### src/rtl/cache_mem_arbiter_if.sv
// Signal bundle between cache_mem_arbiter and its neighbours (icache, dcache, memory bridge).
// slave = the arbiter's view; master = the view of the caches and memory around it.
interface cache_mem_arbiter_if #(
  parameter int ADDR_W = 32,
  parameter int LINE_W = 128,
  parameter int BEAT_W = 32
) ();
  logic              ic_rd_req;
  logic [2:0]        ic_rd_type;
  logic [ADDR_W-1:0] ic_rd_addr;
  logic              ic_rd_rdy;
  logic              ic_ret_valid;
  logic              ic_ret_last;
  logic [BEAT_W-1:0] ic_ret_data;

  logic              dc_rd_req;
  logic [2:0]        dc_rd_type;
  logic [ADDR_W-1:0] dc_rd_addr;
  logic              dc_rd_rdy;
  logic              dc_ret_valid;
  logic              dc_ret_last;
  logic [BEAT_W-1:0] dc_ret_data;

  logic              dc_wr_req;
  logic [2:0]        dc_wr_type;
  logic [ADDR_W-1:0] dc_wr_addr;
  logic [3:0]        dc_wr_wstrb;
  logic [LINE_W-1:0] dc_wr_data;
  logic              dc_wr_rdy;

  logic              m_rd_req;
  logic [2:0]        m_rd_type;
  logic [ADDR_W-1:0] m_rd_addr;
  logic              m_rd_rdy;
  logic              m_ret_valid;
  logic              m_ret_last;
  logic [BEAT_W-1:0] m_ret_data;

  logic              m_wr_req;
  logic [2:0]        m_wr_type;
  logic [ADDR_W-1:0] m_wr_addr;
  logic [3:0]        m_wr_wstrb;
  logic [LINE_W-1:0] m_wr_data;
  logic              m_wr_rdy;
  logic              m_wr_done;

  // Pulses for one cycle when a read burst ends on an unexpected beat count.
  logic              dbg_proto_err;

  modport slave (
    input  ic_rd_req, ic_rd_type, ic_rd_addr,
    output ic_rd_rdy, ic_ret_valid, ic_ret_last, ic_ret_data,
    input  dc_rd_req, dc_rd_type, dc_rd_addr,
    output dc_rd_rdy, dc_ret_valid, dc_ret_last, dc_ret_data,
    input  dc_wr_req, dc_wr_type, dc_wr_addr, dc_wr_wstrb, dc_wr_data,
    output dc_wr_rdy,
    output m_rd_req, m_rd_type, m_rd_addr,
    input  m_rd_rdy, m_ret_valid, m_ret_last, m_ret_data,
    output m_wr_req, m_wr_type, m_wr_addr, m_wr_wstrb, m_wr_data,
    input  m_wr_rdy, m_wr_done,
    output dbg_proto_err
  );

  modport master (
    output ic_rd_req, ic_rd_type, ic_rd_addr,
    input  ic_rd_rdy, ic_ret_valid, ic_ret_last, ic_ret_data,
    output dc_rd_req, dc_rd_type, dc_rd_addr,
    input  dc_rd_rdy, dc_ret_valid, dc_ret_last, dc_ret_data,
    output dc_wr_req, dc_wr_type, dc_wr_addr, dc_wr_wstrb, dc_wr_data,
    input  dc_wr_rdy,
    input  m_rd_req, m_rd_type, m_rd_addr,
    output m_rd_rdy, m_ret_valid, m_ret_last, m_ret_data,
    input  m_wr_req, m_wr_type, m_wr_addr, m_wr_wstrb, m_wr_data,
    output m_wr_rdy, m_wr_done,
    input  dbg_proto_err
  );
endinterface

### src/rtl/cache_mem_arbiter.sv
// Shares one memory port between icache reads and dcache reads/write-backs: one outstanding
// read plus one buffered write with a line hazard check. Define RR_ARB_EN for round-robin reads.
module cache_mem_arbiter #(
  parameter int ADDR_W = 32,
  parameter int LINE_W = 128,
  parameter int BEAT_W = 32
) (
  input  logic               clk,
  input  logic               reset,
  cache_mem_arbiter_if.slave bus
);
  localparam logic [1:0] R_IDLE = 2'd0;
  localparam logic [1:0] R_REQ  = 2'd1;
  localparam logic [1:0] R_DATA = 2'd2;
  localparam logic [1:0] W_IDLE = 2'd0;
  localparam logic [1:0] W_REQ  = 2'd1;
  localparam logic [1:0] W_RESP = 2'd2;
  localparam logic [2:0] TYPE_LINE = 3'b100;
  localparam logic       OWN_IC = 1'b0;
  localparam logic       OWN_DC = 1'b1;

  logic [1:0]        r_state_reg, r_state_next;
  logic              owner_reg;
  logic [2:0]        rd_type_reg;
  logic [ADDR_W-1:0] rd_addr_reg;
  logic [1:0]        beat_cnt_reg;
  logic              proto_err_reg;

  logic [1:0]        w_state_reg, w_state_next;
  logic [2:0]        wbuf_type_reg;
  logic [ADDR_W-1:0] wbuf_addr_reg;
  logic [3:0]        wbuf_wstrb_reg;
  logic [LINE_W-1:0] wbuf_data_reg;

  logic hazard, dc_cand, ic_cand, pick_dc, grant;
  logic last_beat, beat_cnt_bad, wbuf_load, data_phase;

  // A dcache read must not pass a buffered write to the same 16-byte line, including
  // a write being accepted in this very cycle.
  always_comb begin
    hazard = 1'b0;
    if ((w_state_reg != W_IDLE) &&
        (bus.dc_rd_addr[ADDR_W-1:4] == wbuf_addr_reg[ADDR_W-1:4]))
      hazard = 1'b1;
    if ((w_state_reg == W_IDLE) && bus.dc_wr_req &&
        (bus.dc_rd_addr[ADDR_W-1:4] == bus.dc_wr_addr[ADDR_W-1:4]))
      hazard = 1'b1;
  end

  assign dc_cand = bus.dc_rd_req && !hazard;
  assign ic_cand = bus.ic_rd_req;
  assign grant   = (r_state_reg == R_IDLE) && !reset && (dc_cand || ic_cand);

`ifdef RR_ARB_EN
  logic last_owner_reg;

  // On a tie the requester that was not granted last wins.
  assign pick_dc = dc_cand && (!ic_cand || (last_owner_reg == OWN_IC));

  always_ff @(posedge clk) begin
    if (reset)
      last_owner_reg <= OWN_IC;
    else if (grant)
      last_owner_reg <= pick_dc ? OWN_DC : OWN_IC;
  end
`else
  assign pick_dc = dc_cand;
`endif

  assign bus.dc_rd_rdy = grant && pick_dc;
  assign bus.ic_rd_rdy = grant && !pick_dc;

  assign last_beat    = (r_state_reg == R_DATA) && bus.m_ret_valid && bus.m_ret_last;
  assign beat_cnt_bad = (rd_type_reg == TYPE_LINE) ? (beat_cnt_reg != 2'd3)
                                                   : (beat_cnt_reg != 2'd0);

  always_comb begin
    r_state_next = r_state_reg;
    case (r_state_reg)
      R_IDLE:  if (grant) r_state_next = R_REQ;
      R_REQ:   if (bus.m_rd_rdy) r_state_next = R_DATA;
      R_DATA:  if (last_beat) r_state_next = R_IDLE;
      default: r_state_next = R_IDLE;
    endcase
  end

  always_ff @(posedge clk) begin
    if (reset) begin
      r_state_reg   <= R_IDLE;
      owner_reg     <= OWN_IC;
      rd_type_reg   <= 3'd0;
      rd_addr_reg   <= '0;
      beat_cnt_reg  <= 2'd0;
      proto_err_reg <= 1'b0;
    end else begin
      r_state_reg   <= r_state_next;
      proto_err_reg <= last_beat && beat_cnt_bad;
      if (grant) begin
        owner_reg    <= pick_dc ? OWN_DC : OWN_IC;
        rd_type_reg  <= pick_dc ? bus.dc_rd_type : bus.ic_rd_type;
        rd_addr_reg  <= pick_dc ? bus.dc_rd_addr : bus.ic_rd_addr;
        beat_cnt_reg <= 2'd0;
      end else if ((r_state_reg == R_DATA) && bus.m_ret_valid) begin
        beat_cnt_reg <= beat_cnt_reg + 2'd1;
      end
    end
  end

  assign bus.m_rd_req      = (r_state_reg == R_REQ) && !reset;
  assign bus.m_rd_type     = rd_type_reg;
  assign bus.m_rd_addr     = rd_addr_reg;
  assign bus.dbg_proto_err = proto_err_reg;

  // Returns go straight through to whoever owns the outstanding read; the other side sees nothing.
  assign data_phase       = (r_state_reg == R_DATA) && !reset;
  assign bus.ic_ret_valid = data_phase && (owner_reg == OWN_IC) && bus.m_ret_valid;
  assign bus.ic_ret_last  = bus.ic_ret_valid && bus.m_ret_last;
  assign bus.ic_ret_data  = (data_phase && (owner_reg == OWN_IC)) ? bus.m_ret_data : {BEAT_W{1'b0}};
  assign bus.dc_ret_valid = data_phase && (owner_reg == OWN_DC) && bus.m_ret_valid;
  assign bus.dc_ret_last  = bus.dc_ret_valid && bus.m_ret_last;
  assign bus.dc_ret_data  = (data_phase && (owner_reg == OWN_DC)) ? bus.m_ret_data : {BEAT_W{1'b0}};

  assign wbuf_load = (w_state_reg == W_IDLE) && bus.dc_wr_req;

  // m_wr_done only counts once the bridge has taken the write (W_RESP).
  always_comb begin
    w_state_next = w_state_reg;
    case (w_state_reg)
      W_IDLE:  if (bus.dc_wr_req) w_state_next = W_REQ;
      W_REQ:   if (bus.m_wr_rdy) w_state_next = W_RESP;
      W_RESP:  if (bus.m_wr_done) w_state_next = W_IDLE;
      default: w_state_next = W_IDLE;
    endcase
  end

  always_ff @(posedge clk) begin
    if (reset) begin
      w_state_reg    <= W_IDLE;
      wbuf_type_reg  <= 3'd0;
      wbuf_addr_reg  <= '0;
      wbuf_wstrb_reg <= 4'd0;
      wbuf_data_reg  <= '0;
    end else begin
      w_state_reg <= w_state_next;
      if (wbuf_load) begin
        wbuf_type_reg  <= bus.dc_wr_type;
        wbuf_addr_reg  <= bus.dc_wr_addr;
        wbuf_wstrb_reg <= bus.dc_wr_wstrb;
        wbuf_data_reg  <= bus.dc_wr_data;
      end
    end
  end

  assign bus.dc_wr_rdy  = (w_state_reg == W_IDLE) && !reset;
  assign bus.m_wr_req   = (w_state_reg == W_REQ) && !reset;
  assign bus.m_wr_type  = wbuf_type_reg;
  assign bus.m_wr_addr  = wbuf_addr_reg;
  assign bus.m_wr_wstrb = wbuf_wstrb_reg;
  assign bus.m_wr_data  = wbuf_data_reg;
endmodule

### src/flat_wrapper.sv
// flat-port wrapper written by rule: the top's interface ports become plain ports
module cache_mem_arbiter_flat 
#(
  parameter int ADDR_W = 32,
  parameter int LINE_W = 128,
  parameter int BEAT_W = 32
)
  (clk, reset, bus_ic_rd_req, bus_ic_rd_type, bus_ic_rd_addr, bus_ic_rd_rdy, bus_ic_ret_valid, bus_ic_ret_last, bus_ic_ret_data, bus_dc_rd_req, bus_dc_rd_type, bus_dc_rd_addr, bus_dc_rd_rdy, bus_dc_ret_valid, bus_dc_ret_last, bus_dc_ret_data, bus_dc_wr_req, bus_dc_wr_type, bus_dc_wr_addr, bus_dc_wr_wstrb, bus_dc_wr_data, bus_dc_wr_rdy, bus_m_rd_req, bus_m_rd_type, bus_m_rd_addr, bus_m_rd_rdy, bus_m_ret_valid, bus_m_ret_last, bus_m_ret_data, bus_m_wr_req, bus_m_wr_type, bus_m_wr_addr, bus_m_wr_wstrb, bus_m_wr_data, bus_m_wr_rdy, bus_m_wr_done, bus_dbg_proto_err);
  cache_mem_arbiter_if #(.ADDR_W(ADDR_W), .LINE_W(LINE_W), .BEAT_W(BEAT_W)) bus_i ();
  input  logic clk;
  input  logic reset;
  input wire logic [$bits(bus_i.ic_rd_req)-1:0] bus_ic_rd_req;
  input wire logic [$bits(bus_i.ic_rd_type)-1:0] bus_ic_rd_type;
  input wire logic [$bits(bus_i.ic_rd_addr)-1:0] bus_ic_rd_addr;
  output wire logic [$bits(bus_i.ic_rd_rdy)-1:0] bus_ic_rd_rdy;
  output wire logic [$bits(bus_i.ic_ret_valid)-1:0] bus_ic_ret_valid;
  output wire logic [$bits(bus_i.ic_ret_last)-1:0] bus_ic_ret_last;
  output wire logic [$bits(bus_i.ic_ret_data)-1:0] bus_ic_ret_data;
  input wire logic [$bits(bus_i.dc_rd_req)-1:0] bus_dc_rd_req;
  input wire logic [$bits(bus_i.dc_rd_type)-1:0] bus_dc_rd_type;
  input wire logic [$bits(bus_i.dc_rd_addr)-1:0] bus_dc_rd_addr;
  output wire logic [$bits(bus_i.dc_rd_rdy)-1:0] bus_dc_rd_rdy;
  output wire logic [$bits(bus_i.dc_ret_valid)-1:0] bus_dc_ret_valid;
  output wire logic [$bits(bus_i.dc_ret_last)-1:0] bus_dc_ret_last;
  output wire logic [$bits(bus_i.dc_ret_data)-1:0] bus_dc_ret_data;
  input wire logic [$bits(bus_i.dc_wr_req)-1:0] bus_dc_wr_req;
  input wire logic [$bits(bus_i.dc_wr_type)-1:0] bus_dc_wr_type;
  input wire logic [$bits(bus_i.dc_wr_addr)-1:0] bus_dc_wr_addr;
  input wire logic [$bits(bus_i.dc_wr_wstrb)-1:0] bus_dc_wr_wstrb;
  input wire logic [$bits(bus_i.dc_wr_data)-1:0] bus_dc_wr_data;
  output wire logic [$bits(bus_i.dc_wr_rdy)-1:0] bus_dc_wr_rdy;
  output wire logic [$bits(bus_i.m_rd_req)-1:0] bus_m_rd_req;
  output wire logic [$bits(bus_i.m_rd_type)-1:0] bus_m_rd_type;
  output wire logic [$bits(bus_i.m_rd_addr)-1:0] bus_m_rd_addr;
  input wire logic [$bits(bus_i.m_rd_rdy)-1:0] bus_m_rd_rdy;
  input wire logic [$bits(bus_i.m_ret_valid)-1:0] bus_m_ret_valid;
  input wire logic [$bits(bus_i.m_ret_last)-1:0] bus_m_ret_last;
  input wire logic [$bits(bus_i.m_ret_data)-1:0] bus_m_ret_data;
  output wire logic [$bits(bus_i.m_wr_req)-1:0] bus_m_wr_req;
  output wire logic [$bits(bus_i.m_wr_type)-1:0] bus_m_wr_type;
  output wire logic [$bits(bus_i.m_wr_addr)-1:0] bus_m_wr_addr;
  output wire logic [$bits(bus_i.m_wr_wstrb)-1:0] bus_m_wr_wstrb;
  output wire logic [$bits(bus_i.m_wr_data)-1:0] bus_m_wr_data;
  input wire logic [$bits(bus_i.m_wr_rdy)-1:0] bus_m_wr_rdy;
  input wire logic [$bits(bus_i.m_wr_done)-1:0] bus_m_wr_done;
  output wire logic [$bits(bus_i.dbg_proto_err)-1:0] bus_dbg_proto_err;
  assign bus_i.ic_rd_req = bus_ic_rd_req;
  assign bus_i.ic_rd_type = bus_ic_rd_type;
  assign bus_i.ic_rd_addr = bus_ic_rd_addr;
  assign bus_ic_rd_rdy = bus_i.ic_rd_rdy;
  assign bus_ic_ret_valid = bus_i.ic_ret_valid;
  assign bus_ic_ret_last = bus_i.ic_ret_last;
  assign bus_ic_ret_data = bus_i.ic_ret_data;
  assign bus_i.dc_rd_req = bus_dc_rd_req;
  assign bus_i.dc_rd_type = bus_dc_rd_type;
  assign bus_i.dc_rd_addr = bus_dc_rd_addr;
  assign bus_dc_rd_rdy = bus_i.dc_rd_rdy;
  assign bus_dc_ret_valid = bus_i.dc_ret_valid;
  assign bus_dc_ret_last = bus_i.dc_ret_last;
  assign bus_dc_ret_data = bus_i.dc_ret_data;
  assign bus_i.dc_wr_req = bus_dc_wr_req;
  assign bus_i.dc_wr_type = bus_dc_wr_type;
  assign bus_i.dc_wr_addr = bus_dc_wr_addr;
  assign bus_i.dc_wr_wstrb = bus_dc_wr_wstrb;
  assign bus_i.dc_wr_data = bus_dc_wr_data;
  assign bus_dc_wr_rdy = bus_i.dc_wr_rdy;
  assign bus_m_rd_req = bus_i.m_rd_req;
  assign bus_m_rd_type = bus_i.m_rd_type;
  assign bus_m_rd_addr = bus_i.m_rd_addr;
  assign bus_i.m_rd_rdy = bus_m_rd_rdy;
  assign bus_i.m_ret_valid = bus_m_ret_valid;
  assign bus_i.m_ret_last = bus_m_ret_last;
  assign bus_i.m_ret_data = bus_m_ret_data;
  assign bus_m_wr_req = bus_i.m_wr_req;
  assign bus_m_wr_type = bus_i.m_wr_type;
  assign bus_m_wr_addr = bus_i.m_wr_addr;
  assign bus_m_wr_wstrb = bus_i.m_wr_wstrb;
  assign bus_m_wr_data = bus_i.m_wr_data;
  assign bus_i.m_wr_rdy = bus_m_wr_rdy;
  assign bus_i.m_wr_done = bus_m_wr_done;
  assign bus_dbg_proto_err = bus_i.dbg_proto_err;
  cache_mem_arbiter #(.ADDR_W(ADDR_W), .LINE_W(LINE_W), .BEAT_W(BEAT_W)) u_core (.clk(clk), .reset(reset), .bus(bus_i));
endmodule
### config.mk
export PLATFORM = sky130hd
export DESIGN_NAME = cache_mem_arbiter_flat
export DESIGN_NICKNAME = d
export VERILOG_FILES = /design/src/rtl/cache_mem_arbiter_if.sv /design/src/rtl/cache_mem_arbiter.sv /design/src/flat_wrapper.sv
export SDC_FILE = /design/constraint.sdc
export NUM_CORES = 1
export LEC_CHECK = 0
export ABC_AREA = 1
export BUFFER_PORTS_ARGS = -buffer_cell sky130_fd_sc_hd__buf_2
export CAP_MARGIN = 0
export CORE_AREA = 5 5 211 213
export DETAILED_ROUTE_END_ITERATION = 10
export DIE_AREA = 0 0 216 218
export GPL_ROUTABILITY_DRIVEN = 0
export HOLD_SLACK_MARGIN = 0.06
export PLACE_DENSITY = 0.47
export SYNTH_ARGS = -nofsm -noshare
export SYNTH_HDL_FRONTEND = slang
export SYNTH_SLANG_ARGS = --single-unit
### constraint.sdc
create_clock -name clk -period 2 [get_ports clk]
set_input_delay 0 -clock clk [delete_from_list [all_inputs] [get_ports clk]]
set_output_delay 0 -clock clk [all_outputs]
set_load 0.01 [all_outputs]
* Word-level counts from Yosys, hierarchy flattened *
Index checks and enable logic that the tools add are counted.

storage, ports and cells
  bits of input ports = 279
  register bits after elaboration = 210

operators by class
  bitwise operators = 1
  eq/ne operators = 14
  multiplexer cells = 16
  add/subtract/negate cells = 1
  reduce and logical (&&, ||, !) cells = 32

operators by type and width
  cell                 count
  $mux 32              3
  $eq 28x28->1         2
  $logic_and 1x1->1    21
  $mux 2               6
  $pmux 2 s3           2
  $ne 2x2->1 const B   5
  $reduce_and 3->1     2
  $eq 2x1->1 const B   2
  $eq 2x2->1 const B   2
  $logic_not 2->1      2
  $mux 1               4
  $ne 2x1->1 const B   2
  $reduce_bool 2->1    2
  $eq 3x3->1 const B   1
  $logic_not 1->1      3
  $mux 3               1
  $add 2x1->2 const B  1
  $reduce_or 2->1      1
  $logic_or 1x1->1     1
  $not 1->1            1

* Depth between registers and ports, before layout *
  depth after elaboration = 10
  depth in mapped cells = 16

* Worst setup path after synthesis *
No wires, ideal clock.

  kind = register to register
  from = register u_core.w_state_reg[1]
  to = register u_core.owner_reg
  setup slack = 0.275 ns
  cell stages (with the launch flop) = 14
  arrival = 1.606 ns
  clock period less this slack = 1.725 ns
  setup time = 0.119 ns
  buffers on the path = 2
  cells stage by stage = dfxtp_1 -> nor2_2 -> inv_2 -> nor2_8 -> nand2_1 -> nor2_1 -> nand2_1 -> nor2_2 -> nand2_2 -> nand3_4 -> buf_8 -> buf_6 -> nor2_1 -> o21bai_1

between the ends
  longest elaborated chain between the ends = 8
  elaborated cells between the ends (all ways) = 12
  classes of those cells = 3 x mux; 9 x reduce/logical

RTL lines
  what                                                  RTL line                                          RTL
  start, declared                                       cache_mem_arbiter.sv:29                           logic [1:0] w_state_reg, w_state_next;
  start signal, assigned                                cache_mem_arbiter.sv:144                          w_state_reg <= w_state_next;
  $reduce_bool 2->1 or $logic_not 2->1 (tied branches)  cache_mem_arbiter.sv:42, cache_mem_arbiter.sv:45
  $logic_and 1x1->1, on equally long branches           cache_mem_arbiter.sv:42, cache_mem_arbiter.sv:45
  $mux 1 or $logic_and 1x1->1 (tied branches)           cache_mem_arbiter.sv:42, cache_mem_arbiter.sv:45
  $mux 1 *                                              cache_mem_arbiter.sv:45                           if ((w_state_reg == W_IDLE) && bus.dc_wr_req &&
  $logic_not 1->1 *                                     cache_mem_arbiter.sv:50                           assign dc_cand = bus.dc_rd_req && !hazard;
  $logic_and 1x1->1 *                                   cache_mem_arbiter.sv:50
  $logic_or 1x1->1                                      cache_mem_arbiter.sv:52                           assign grant = (r_state_reg == R_IDLE) && !reset && (dc_cand || ic_cand);
  $logic_and 1x1->1                                     cache_mem_arbiter.sv:52
  end signal, assigned                                  cache_mem_arbiter.sv:99                           owner_reg <= pick_dc ? OWN_DC : OWN_IC;
  end, declared                                         cache_mem_arbiter.sv:23                           logic owner_reg;

Every way passes the cells marked *; elsewhere a longest branch is shown, timed or not.
A chain may end at the register's enable or synchronous reset.

* Worst setup path after layout *
  from = register u_core.wbuf_addr_reg[14] (netlist: u_core.bus.m_wr_addr[14])
  to = output port bus_ic_rd_rdy

between the ends
  longest elaborated chain between the ends = 9
  elaborated cells between the ends (all ways) = 10
  classes of those cells = 1 x eq/ne; 2 x mux; 7 x reduce/logical

RTL lines
  what                    RTL line                  RTL
  start, declared         cache_mem_arbiter.sv:31   logic [ADDR_W-1:0] wbuf_addr_reg;
  start signal, assigned  cache_mem_arbiter.sv:147  wbuf_addr_reg <= bus.dc_wr_addr;
  $eq 28x28->1 *          cache_mem_arbiter.sv:43   (bus.dc_rd_addr[ADDR_W-1:4] == wbuf_addr_reg[ADDR_W-1:4]))
  $logic_and 1x1->1 *     cache_mem_arbiter.sv:42   if ((w_state_reg != W_IDLE) &&
  $mux 1 *                cache_mem_arbiter.sv:42
  $mux 1 *                cache_mem_arbiter.sv:45
  $logic_not 1->1 *       cache_mem_arbiter.sv:50
  $logic_and 1x1->1 *     cache_mem_arbiter.sv:50
  $logic_or 1x1->1        cache_mem_arbiter.sv:52
  $logic_and 1x1->1       cache_mem_arbiter.sv:52
  $logic_and 1x1->1 *     cache_mem_arbiter.sv:71   assign bus.ic_rd_rdy = grant && !pick_dc;
  end, declared           flat_wrapper.sv:15        output wire logic [$bits(bus_i.ic_rd_rdy)-1:0] bus_ic_rd_rdy;

Marked as above.

==> results.yml <==
power:
  vdd.ir_drop.worst_v: 0.000558
  p_leak_nw: 8.70
  internal_power_w: 0.00864
  powerDensity_nw_per_um2: 743
  clock_power_share: 0.376
  total_power_w: 0.0124
  power_switching_share: 0.304
  power.share.combinational: 0.238
  switchingPower_w: 0.00376
  share_seq_of_total_power: 0.386
route:
  routed_via_density: 4.35
  routed_wirelength_um: 48100
  drtAntennaViolNets: 0
  drt_first_pass_iters: 4
  dr.first_iter.drc_count: 636
  vias: 12000
  average_detailed_routed_wire_length_per_instance_um: 17.5
  post-route-drc-count: 0
timing:
  finalSetupViolations: 2
  worst_clock_skew_ns: 0.0264
  relSlewSlack: 0.554
  rsz0062_at_grt: "yes"
  fin_ws_ns: -0.0793
  tightest_slew_ns: 0.669
  fmax_mhz: 481
  number_of_slew_limit_violations_in_the_final_report: 0
  min_period_ns: 2.08
  final.period_utilization: 1.04
  hold_violations: 0
layout:
  final_util: 0.393
  largest_register_ff_count: 128
  nets: 2467
  area_grow_syn2layout_pct: 79.7
  layout_cells_sized_above_1: 0.341
worst_setup_path:
  critical_setup_path_class: "register to primary output"
  critPathLaunchType: "register"
  path_cells: "inv_1 > nand2_1 > nand2_1 > inv_1 > nand2_1 > nor2_1 > nand2_1 > nor2_2 > nand2_2 > nand3_4 > buf_6 > a21oi_4 > nand2_1 > inv_1 > buf_6"
  critical-path-top-cell-by-count: "sky130_fd_sc_hd__nand2_1"
  critical-path-top-delay-family: "simple AND/OR/NAND/NOR gates"
  critPathRequiredTime_ns: 2.00
  cp.buffers_inverters: 5
  worstPathArrival_ns: 2.08
  cpMaxStageDelayCell: "sky130_fd_sc_hd__dfxtp_1"
  path_max_fanout: 5
  crit_path_max_incr_delay_ns: 0.33
  worstSetupEndpointType: "primary output"
global_routing:
  grt_first_pass_wirelength_um: 70400
  largest_net_degree_at_the_start_of_global_routing: 134
  first_global_vias: 12200
  global_route.usage.total: 0.188
  grt.overflow.total: 0
  antenna_found_initial: 11
yosys:
  yosys_top_cell_area_share: 0.453
  yosysWarningCount: 0
  syn_area_sq_um: 9290
  proportion_of_synthesized_flip_flops_having_asynchronous_set_or_reset: 0
  synth_top_cell_by_area: "sky130_fd_sc_hd__dfxtp_1"
  post_synth_inst_count: 1377
  synth-seq-area-share: 0.453
  synthDistinctLibCells: 33
  synth.area.top_cells: "sky130_fd_sc_hd__dfxtp_1 (45%), sky130_fd_sc_hd__nor2_1 (16%), sky130_fd_sc_hd__nand2_1 (11%)"
  synth_flop_type: "sky130_fd_sc_hd__dfxtp_1"
  total_of_flip_flops_plus_latches_after_synthesis: 210
  synth_area_per_cell_sq_um: 6.74
  synth_enable_flop_cells: 0
  synth_nets: 1658
clocking:
  tritoncts_num_sinks: 210
  cts_root_buffer: "sky130_fd_sc_hd__clkbuf_16"
  cts_buffers: 26
  clkLatencyLatePin_ns: 0.56
  cts_max_level: 1
  cts_max_path_buffers: 3
  cts_tree: "yes"
  path_clk_slew_ns: 0.06
outcome:
  run_status: "complete, but fails checks"
  violations: "negative setup slack"
floorplanning:
  initial_core_util: 0.218
  die-area_sq_um: 47100
  die_height_um: 218
  floorplan.rows: 76
  die_w_um: 216
  ioPinCount: 555
  fp.coreArea_sq_um: 42500
placement:
  place.detailed.hpwl_um: 34200
  portBuffers: 554
run:
  cap_violations: 0
min_path:
  min-delay-path-class: "input pin to register"
[power groups by stage]
stage | clock network (W) | registers, W | logic [W]
after global placement | 0 | 0.00484 | 0.00238
after detailed placement | 0 | 0.00485 | 0.00239
final | 0.00466 | 0.00479 | 0.00295
after global routing | 0.00498 | 0.00484 | 0.00324
after CTS | 0.00481 | 0.00477 | 0.00283
after floorplan | 0 | 0.00502 | 0.000953
[synth_stat cells, types with 2 or more instances]
cell	number
sky130_fd_sc_hd__a21oi_1	48
sky130_fd_sc_hd__a21oi_2	13
sky130_fd_sc_hd__buf_1	4
sky130_fd_sc_hd__buf_2	3
sky130_fd_sc_hd__buf_4	3
sky130_fd_sc_hd__buf_6	3
sky130_fd_sc_hd__clkbuf_1	71
sky130_fd_sc_hd__dfxtp_1	210
sky130_fd_sc_hd__ha_1	2
sky130_fd_sc_hd__inv_1	115
sky130_fd_sc_hd__nand2_1	263
sky130_fd_sc_hd__nand2_2	3
sky130_fd_sc_hd__nand3_1	4
sky130_fd_sc_hd__nand4_1	37
sky130_fd_sc_hd__nor2_1	384
sky130_fd_sc_hd__nor2_2	2
sky130_fd_sc_hd__nor3_1	5
sky130_fd_sc_hd__o21ai_0	174
sky130_fd_sc_hd__xnor2_1	15
sky130_fd_sc_hd__xor2_1	5
[tightest hold or removal path, delay by kind of cell]
family / cells / cell delay, ns
and+or+nand+nor: 2 / 0.20
buffers and inverters: 2 / 0.26
AOI/OAI and AO/OA: 2 / 0.11
[metal layers]
| layer | part of all wire | GRT usage |
|---|---|---|
| met5 | 0.0012 | 0 |
| met4 | 0.027 | 0.0498 |
| met3 | 0.088 | 0.0594 |
| met2 | 0.49 | 0.338 |
| met1 | 0.40 | 0.216 |
[metrics by stage]
| stage | instances | area, sq um | hold slack [ns] | TNS (ns) | setup WS, ns |
|---|---|---|---|---|---|
| floorplan | 1377 | 9290 | 0.109 | 0 | 0.275 |
| global placement | 2444 | 12900 | 0.221 | -3.48 | -0.123 |
| detailed placement | 2444 | 12900 | 0.226 | -3.70 | -0.144 |
| CTS | 2737 | 16300 | 0.103 | -0.204 | -0.132 |
| global route | 2749 | 16700 | 0.0850 | -1.81 | -0.240 |
| finish | 2749 | 16700 | 0.0641 | -0.122 | -0.0793 |
[cell families (layout without fill, tap and decap cells)]
| kind of cell | count (synthesis) | count (layout) | synth area share |
|---|---|---|---|
| AOI/OAI and AO/OA | 240 | 241 | 0.137 |
| xor gates and xnor gates | 20 | 20 | 0.0189 |
| adders and majority gates | 2 | 2 | 0.00269 |
| buffers and inverters | 202 | 1023 | 0.0869 |
| DFF | 210 | 210 | 0.453 |
| muxes | 1 | 1 | 0.00121 |
| other | 0 | 3 | 0 |
| and+or+nand+nor | 702 | 703 | 0.301 |
[area by class of cell]
cell class,instances,area (sq um)
clock buffers,30,696
inverters,117,444
diodes,3,7.51
clock inverters,12,126
fillers,4340,25800
well taps,546,683
multi-input cells,967,4570
flip-flops and latches,210,4220
repair buffers,864,5950
[placed cells by master (no fill, tap or decap), drive strengths merged]
cell	count
buf	615
nor2	387
nand2	268
dlygate4sd3	244
dfxtp	210
o21ai	174
inv	117
a21oi	63
nand4	37
clkbuf	35
xnor2	15
clkinv	8
xor2	5
nand3	5
nor3	5
diode	3
ha	2
bufinv	2
clkinvlp	2
o22ai	1
a32o	1
a211oi	1
o21bai	1
mux2	1
nor4	1
[repair_timing]
item	4_1_cts	5_1_grt
buffers inserted	6	6
cloned	1	5
pin swaps	8	26
endpoints found under the setup margin	45	59
hold buffers	244	0
hold endpoints to repair	210	0
gates resized for setup	23	73
[worst paths after layout]
path                            depth (start not counted)                      from  slack (ns)                       end
worst max-delay path                                   15  u_core.bus.m_wr_addr[14]       -0.08             bus_ic_rd_rdy
worst min-delay path                                    6             bus_dc_rd_req        0.06  u_core.bus.m_rd_addr[15]
worst max register to register                         16     u_core.w_state_reg[0]        0.07  u_core.bus.m_rd_addr[30]
worst min register to register                          2  u_core.bus.m_wr_addr[21]        0.47  u_core.bus.m_wr_addr[21]
(Power assumes the default switching activity.)
